## src/rtl/serial_pattern_tx.sv

```systemverilog
// Serial frame transmitter: "101" preamble, DATA_W payload bits, two-bit low gap.
// Feeds the single-bit line of downstream 101 sequence detectors.
module serial_pattern_tx #(
  parameter int DATA_W           = 8,
  parameter int MSB_FIRST        = 1,
  parameter     FSM_ENCODING_VAL = "one_hot"
) (
  input  logic              clk,
  input  logic              rst,
  input  logic              in_valid,
  input  logic [DATA_W-1:0] in_data,
  output logic              in_ready,
  output logic              sout,
  output logic              busy,
  output logic              done
);

  // A word transfers on a rising edge where in_valid && in_ready; in_ready is
  // high only in IDLE outside reset, and in_valid elsewhere is left pending.
  localparam int CNT_W = $clog2(DATA_W + 1);
  localparam logic [CNT_W-1:0] LAST = CNT_W'(DATA_W - 1);

  typedef enum logic [2:0] {
    IDLE  = 3'd0,
    PRE_A = 3'd1,
    PRE_B = 3'd2,
    PRE_C = 3'd3,
    DATA  = 3'd4,
    GAP   = 3'd5
  } state_t;

  (* fsm_encoding = FSM_ENCODING_VAL *) state_t state;

  logic [DATA_W-1:0] shreg;
  logic [CNT_W-1:0]  cnt;
  logic              gap_cnt;

  function automatic logic head(input logic [DATA_W-1:0] v);
    return (MSB_FIRST != 0) ? v[DATA_W-1] : v[0];
  endfunction

  function automatic logic [DATA_W-1:0] advance(input logic [DATA_W-1:0] v);
    return (MSB_FIRST != 0) ? (v << 1) : (v >> 1);
  endfunction

  assign in_ready = (state == IDLE) && !rst;

  // sout is loaded on the same edge as the state change, so it always shows
  // the bit belonging to the state currently held.
  always_ff @(posedge clk) begin
    if (rst) begin
      state   <= IDLE;
      shreg   <= '0;
      cnt     <= '0;
      gap_cnt <= 1'b0;
      sout    <= 1'b0;
      busy    <= 1'b0;
      done    <= 1'b0;
    end else begin
      done <= 1'b0;
      case (state)
        IDLE: begin
          sout <= 1'b0;
          busy <= 1'b0;
          if (in_valid && in_ready) begin
            shreg <= in_data;
            cnt   <= '0;
            sout  <= 1'b1;
            busy  <= 1'b1;
            state <= PRE_A;
          end
        end
        PRE_A: begin
          sout  <= 1'b0;
          state <= PRE_B;
        end
        PRE_B: begin
          sout  <= 1'b1;
          state <= PRE_C;
        end
        PRE_C: begin
          sout  <= head(shreg);
          shreg <= advance(shreg);
          cnt   <= '0;
          state <= DATA;
        end
        DATA: begin
          if (cnt == LAST) begin
            sout    <= 1'b0;
            gap_cnt <= 1'b0;
            state   <= GAP;
          end else begin
            cnt   <= cnt + 1'b1;
            sout  <= head(shreg);
            shreg <= advance(shreg);
          end
        end
        GAP: begin
          sout <= 1'b0;
          if (gap_cnt) begin
            busy  <= 1'b0;
            done  <= 1'b1;
            state <= IDLE;
          end else begin
            gap_cnt <= 1'b1;
          end
        end
        default: begin
          sout  <= 1'b0;
          busy  <= 1'b0;
          state <= IDLE;
        end
      endcase
    end
  end

endmodule

```

## config.mk

```make
export PLATFORM = sky130hd
export DESIGN_NAME = serial_pattern_tx
export DESIGN_NICKNAME = d
export VERILOG_FILES = /design/src/rtl/serial_pattern_tx.sv
export SDC_FILE = /design/constraint.sdc
export NUM_CORES = 1
export LEC_CHECK = 0
export BUFFER_PORTS_ARGS = -buffer_cell sky130_fd_sc_hd__buf_2
export CAP_MARGIN = 0
export CORE_UTILIZATION = 59
export CTS_CLUSTER_SIZE = 8
export DETAILED_ROUTE_END_ITERATION = 12
export PLACE_DENSITY = 0.94
export SLEW_MARGIN = 20
export SYNTH_ARGS = -nofsm -noshare
export SYNTH_HDL_FRONTEND = slang
export SYNTH_SLANG_ARGS = --single-unit
```

## constraint.sdc

```tcl
create_clock -name clk -period 2.5 [get_ports clk]
set_clock_uncertainty 0.2 [all_clocks]
set_input_delay 0.5 -clock clk [delete_from_list [all_inputs] [get_ports clk]]
set_output_delay 0.5 -clock clk [all_outputs]
set_load 0.02 [all_outputs]
```

==> results of run 1 <==
==> metal layers <==
layer	up-vias	global-route usage, %
met5	-	0
met4	0	13.3
met3	6	4.80
met2	29	43.2
met1	476	33.7
li1	472	-
==> per-stage QoR <==
stage / area [um2] / power (mW)
2_1_floorplan: 1090 / 0.510
3_3_place_gp: 1150 / 0.539
3_5_place_dp: 1150 / 0.550
4_1_cts: 1170 / 0.706
5_1_grt: 1170 / 0.739
6_report: 1170 / 0.706
==> kinds of logic (layout without fill, tap and decap cells) <==
group                    after synthesis  in the layout  synth area share [%]
adder cells (fa/ha/maj)                1              1                  1.15
XOR/XNOR                               1              1                 0.806
buffers and inverters                 12             22                  6.21
flip-flops                            19             19                  35.0
AND/OR/NAND/NOR                       51             51                  31.4
AO/OA/AOI/OAI                         36             36                  25.4
==> cell type report <==
class                      instances  share of cell area (%)
multi-input combinational         89                    54.4
sequential                        19                    32.4
timing repair buffer              17                    7.88
tap                               25                    2.66
clock buffer                       3                    1.92
clock inverter                     1                   0.426
inverter                           1                   0.319
==> worst register-to-register path, cell delays in order, from the launching register on <==
cell and delay, ps:
dfxtp_1 680, and2_1 290, nor2b_1 500, nor3_1 140, o41ai_2 230
==> registers in the layout, summed over array words and instances, names as in the netlist <==
signal / count
shreg: 8
sout: 1
cnt: 4
done: 1
state: 3
busy: 1
gap_cnt: 1
==> placed cells by master (no fill, tap or decap), types with 2 or more instances in the layout <==
cell,n
a21oi_1,17
buf_2,14
buf_4,3
clkbuf_4,3
dfxtp_1,19
nand2_1,6
nand2b_1,4
nand3_1,4
nand3b_1,2
nand4_1,2
nand4b_1,8
nor2_1,4
nor3_1,9
nor4b_2,2
o21ai_0,3
o21bai_1,3
o31ai_1,2
o41ai_2,6
==> power by group through the flow <==
stage	logic, mW	clock network (mW)	registers (mW)
2_1_floorplan	0.150	0	0.360
3_3_place_gp	0.168	0	0.371
3_5_place_dp	0.176	0	0.373
4_1_cts	0.177	0.162	0.367
5_1_grt	0.193	0.175	0.371
6_report	0.178	0.161	0.367
==> final timing paths <==
path              startpoint        to  slack (ps)  depth (start not counted)
setup / recovery    state[2]  in_ready         360                          3
hold / removal    in_data[0]  shreg[0]         250                          3
setup reg to reg    state[0]  shreg[7]         370                          4
hold reg to reg      gap_cnt      done         280                          2
==> metrics.md, run 1 <==
| Metric | Value |
|---|---|
| Status | `finished clean` |
| DR top layer | `met4` |
| Die width | `44.9 um` |
| MaxCap Viol Count | `0` |
| Worst setup SP type | `register` |
| Rel. slew slack | `between 60% and 70%` |
| Crit end category | `primary output` |
| Met3 Routed Length | `114 um` |
| Setup ws final | `361 ps` |
| Smallest hold slack | `between 200 and 300 ps` |
| Post-Syn Nets | `132` |
| Area Growth Syn to Fin | `8.06%` |
| Register area | `approximately 380 um2` |
| RSZ-0062 raised after global routing | `no` |
| ANT cells | `0` |
| Worst-Skew Late Latency | `a little over 300 ps` |
| Synthesized area | `1090 um2` |
| Post-Route WL | `2480 um` |
| Cell breakdown of the critical path | `buf_4, nor4_1, buf_2` |
| Top-count cell post-synth | `dfxtp_1` |
| Total iterations of the first detailed-routing run | `4` |
| Final worst path period share | `85.5%` |
| Leakage | `0.431 nW` |
| Cells after Synth | `120` |
| Minimum clock period | `2140 ps` |
| CP Buf/Inv Count | `2` |
| Final Hold Violating Endpoints | `0` |
| Setup violators final | `0` |
| Gpl congestion | `0.778` |
| Seq cells post-synth | `19` |
| Core footprint | `between 1500 and 2000 um2` |
| Pwr per Cell Area | `601 nW/um2` |
| Via/cell ratio | `around 6.3` |
| Synth warn | `0` |
| Post-DRT Antenna Nets | `0` |
| Slowest-stage cell, CP | `dfxtp_1` |
| WP data arrival | `1440 ps` |
| Fin. max-slew vios | `0` |
| Power share of the combinational group | `about a quarter` |
| Worst endpoint required time | `1800 ps` |
| Synth cell count leaders | `dfxtp_1, a21oi_1, nor3_1, nand4b_1` |
| Routed via count | `983` |
| CTS Buf Count | `3` |
| Layout Cells excl Fill | `155` |
| Die height | `44.9 um` |
| Met2 routed WL | `1300 um` |
| Hold Path Class | `in -> reg` |
| Post-placement cell count | `151` |
| Area leader, netlist | `dfxtp_1` |
| TritonCTS clock tree | `built` |
| Largest delay share family, worst path | `flip-flops` |
| EDFF count, synth | `0` |
| Tightest Pin Transition | `557 ps` |
| CTS root buf | `clkbuf_4` |
| Clock share of power | `22.8%` |
| Pint | `0.467 mW` |
| Initial antenna violation count | `0` |
| Die area | `2020 um2` |
| H-tree levels | `1` |
| Fin Setup TNS | `0 ps` |
| Final Net Count | `143` |
| Fraction of registers with async set/reset | `0%` |
| Layout cells sized above 1 | `26.2%` |
| Wire per inst | `16.0 um` |
| Top-Level Pins | `15` |
| Iteration-0 DRC count of the detailed router | `43` |
| Mean area per synthesized cell | `9.06 um2` |
| CP max stage delay | `~430 ps` |
| F_max | `roughly 470 MHz` |
| DP HPWL | `roughly 1700 um` |
| CP max FO | `12` |
| Largest net degree at the start of global routing | `30` |
| Worst setup path class | `reg -> out` |
| M1 wire length | `1020 um` |
| Clock sinks | `19` |
| Post-Place Worst Slack | `about 460 ps` |
| Fillcell total | `147` |
| Post_cts resized | `0` |
| Post-CTS Hold Buffers | `0` |
| Peak supply drop | `around 0.30 mV` |
| I/O Buffers | `14` |
| Vias in the first global route | `894` |
| Switch Pwr | `0.239 mW` |
| Initial Utilization | `between 60% and 70%` |
| Worst-path clk slew | `110 ps` |
| Multi-input gate area | `639 um2` |
| Setup Fix Bufs, Post-CTS | `0` |
| Clk buf depth | `2` |
| Grt total ovfl | `0` |
| Top cell type's share of synthesized area | `about a third` |
| # rows | `15` |
| Post-synthesis cell type count | `37` |
| Ranking of synthesized cells by area | `dfxtp_1, o41ai_2, a21oi_1` |
| Layout Utilization | `68.0%` |
| First-pass GRT wire length | `3910 um` |
| Most used flip-flop cell after synthesis | `dfxtp_1` |
| Switching Fraction | `33.9%` |
| Gr usage total | `between 20% and 30%` |
| Post-synthesis sequential area ratio | `a little over a third` |
| Sequential power share | `52.0%` |
| Drc violations | `0` |
Power figures use the tool's default switching activity.
==> run 2, diff against run 1 <==
PLACE_DENSITY = 0.84   (was 0.94)
==> metrics.md, run 2 (synthesis results as in run 1) <==
| Metric | Value |
|---|---|
| Grt total ovfl | `0 (unchanged)` |
| Minimum clock period | `2030 ps (was 2140 ps)` |
| Total iterations of the first detailed-routing run | `4 (unchanged)` |
| Switching Fraction | `32.8% (was 33.9%)` |
| Worst setup path class | `reg -> out (unchanged)` |
| Top Registers | `shreg (8), cnt (4), state (3) (unchanged)` |
| CP max FO | `12 (unchanged)` |
| WP data arrival | `1330 ps (was 1440 ps)` |
| Die width | `44.9 um (unchanged)` |
| CP max stage delay | `380 ps (was 430 ps)` |
| Pwr per Cell Area | `593 nW/um2 (was 601 nW/um2)` |
| # rows | `15 (unchanged)` |
| Worst-Skew Late Latency | `300 ps (was 310 ps)` |
| Crit end category | `primary output (unchanged)` |
| I/O Buffers | `14 (unchanged)` |
| Fillcell total | `156 (was 147)` |
| Status | `finished clean (unchanged)` |
| F_max | `493 MHz (was 468 MHz)` |
| Tightest Pin Transition | `511 ps (was 557 ps)` |
| Clock share of power | `22.6% (was 22.8%)` |
| Drc violations | `0 (unchanged)` |
| Power share of the combinational group | `25.3% (was 25.2%)` |
| Layout Cells excl Fill | `156 (was 155)` |
| TritonCTS clock tree | `built (unchanged)` |
| Top reg by flops | `shreg (unchanged)` |
| Iteration-0 DRC count of the detailed router | `16 (was 43)` |
| Max reg flops | `8 (unchanged)` |
| Sequential power share | `52.2% (was 52.0%)` |
| Layout cells sized above 1 | `26.0% (was 26.2%)` |
| First-pass GRT wire length | `3820 um (was 3910 um)` |
| Die height | `44.9 um (unchanged)` |
| Final Hold Violating Endpoints | `0 (unchanged)` |
| Smallest hold slack | `263 ps (was 252 ps)` |
| Initial Utilization | `63.0% (unchanged)` |
| DP HPWL | `1600 um (was 1740 um)` |
| Clk buf depth | `2 (unchanged)` |
| CP Buf/Inv Count | `2 (unchanged)` |
| CTS Buf Count | `3 (unchanged)` |
| Slowest-stage cell, CP | `dfxtp_1 (unchanged)` |
| H-tree levels | `1 (unchanged)` |
| Die area | `2020 um2 (unchanged)` |
| Via/cell ratio | `6.21 (was 6.34)` |
| Peak supply drop | `0.392 mV (was 0.297 mV)` |
| Most common cell after layout, fill and taps aside | `dfxtp_1 (unchanged)` |
| Layout Utilization | `68.4% (was 68.0%)` |
| Switch Pwr | `0.230 mW (was 0.239 mW)` |
| Pint | `0.470 mW (was 0.467 mW)` |
| ANT cells | `0 (unchanged)` |
| Cell breakdown of the critical path | `buf_4, nor4_1, buf_2 (unchanged)` |
| Fin Setup TNS | `0 ps (unchanged)` |
| Largest net degree at the start of global routing | `17 (was 30)` |
| Post-DRT Antenna Nets | `0 (unchanged)` |
| CTS root buf | `clkbuf_4 (unchanged)` |
| Rel. slew slack | `65.9% (was 62.8%)` |
| Leakage | `0.434 nW (was 0.431 nW)` |
| Post-Route WL | `2290 um (was 2480 um)` |
| Gpl congestion | `0.793 (was 0.778)` |
| Worst-path clk slew | `110 ps (about the same)` |
| Area Growth Syn to Fin | `8.63% (was 8.06%)` |
| Worst endpoint required time | `1800 ps (about the same)` |
| Post-placement cell count | `152 (was 151)` |
| Hold Path Class | `in -> reg (unchanged)` |
| Setup Fix Bufs, Post-CTS | `0 (unchanged)` |
| Final worst path period share | `81.2% (was 85.5%)` |
| Setup violators final | `0 (unchanged)` |
| Wire per inst | `14.7 um (was 16.0 um)` |
| MaxCap Viol Count | `0 (unchanged)` |
| Routed via count | `969 (was 983)` |
| Fin. max-slew vios | `0 (unchanged)` |
| Post_cts resized | `0 (unchanged)` |
| Final Net Count | `144 (was 143)` |
| Clock sinks | `19 (unchanged)` |
| Gr usage total | `25.2% (was 26.6%)` |
| Post-CTS Hold Buffers | `0 (unchanged)` |
| Most frequent cells in the layout | `dfxtp_1, a21oi_1, buf_2 (unchanged)` |
| Vias in the first global route | `911 (was 894)` |
| Initial antenna violation count | `0 (unchanged)` |
| RSZ-0062 raised after global routing | `no (unchanged)` |
| Worst setup SP type | `register (unchanged)` |
| Largest delay share family, worst path | `buffers and inverters (was flip-flops)` |
| Top-Level Pins | `15 (unchanged)` |
| Core footprint | `1730 um2 (unchanged)` |
-- run 2: area by class of cell --
class,instances,area (um2),share of cell area [%]
Sequential cell,19,380,32.2
Tap cell,25,31.3,2.65
Multi-Input combinational cell,89,639,54.1
Clock buffer,4,26.3,2.22
Inverter,1,3.75,0.318
Timing Repair Buffer,18,100,8.47
-- run 2: final timing paths --
check / from / to / slack, ps / depth (start not counted)
max: state[2] / in_ready / 470 / 3
max reg2reg: state[0] / shreg[7] / 600 / 4
min: in_data[0] / shreg[0] / 260 / 3
min reg2reg: gap_cnt / done / 280 / 2
-- run 2: worst register-to-register path, cell delays in order (launching register included) --
cell and delay (ps):
dfxtp_1 660, and2_1 280, nor2b_1 370, nor3_1 100, o41ai_2 210
-- run 2: routing by layer --
metal	share of wire (%)	GRT usage (%)	wire length [um]
met4	1.9	10.9	44
met3	3.0	2.40	68
met5	0	0	0
met2	49	41.7	1130
met1	46	33.3	1050
-- run 2: power by group through the flow --
stage	sequential, mW	clock, mW	combinational [mW]
global route	0.370	0.169	0.195
floorplan	0.360	0	0.150
finish	0.365	0.158	0.177
CTS	0.364	0.161	0.177
detailed placement	0.371	0	0.176
global placement	0.369	0	0.172
-- run 2: through the flow --
| stage | instance area, um2 | total power [mW] | setup slack, ps |
|---|---|---|---|
| finish | 1180 | 0.700 | 470 |
| detailed placement | 1150 | 0.547 | 579 |
| global route | 1180 | 0.734 | 334 |
| CTS | 1180 | 0.702 | 456 |
| floorplan | 1090 | 0.510 | 215 |
| global placement | 1150 | 0.541 | 656 |
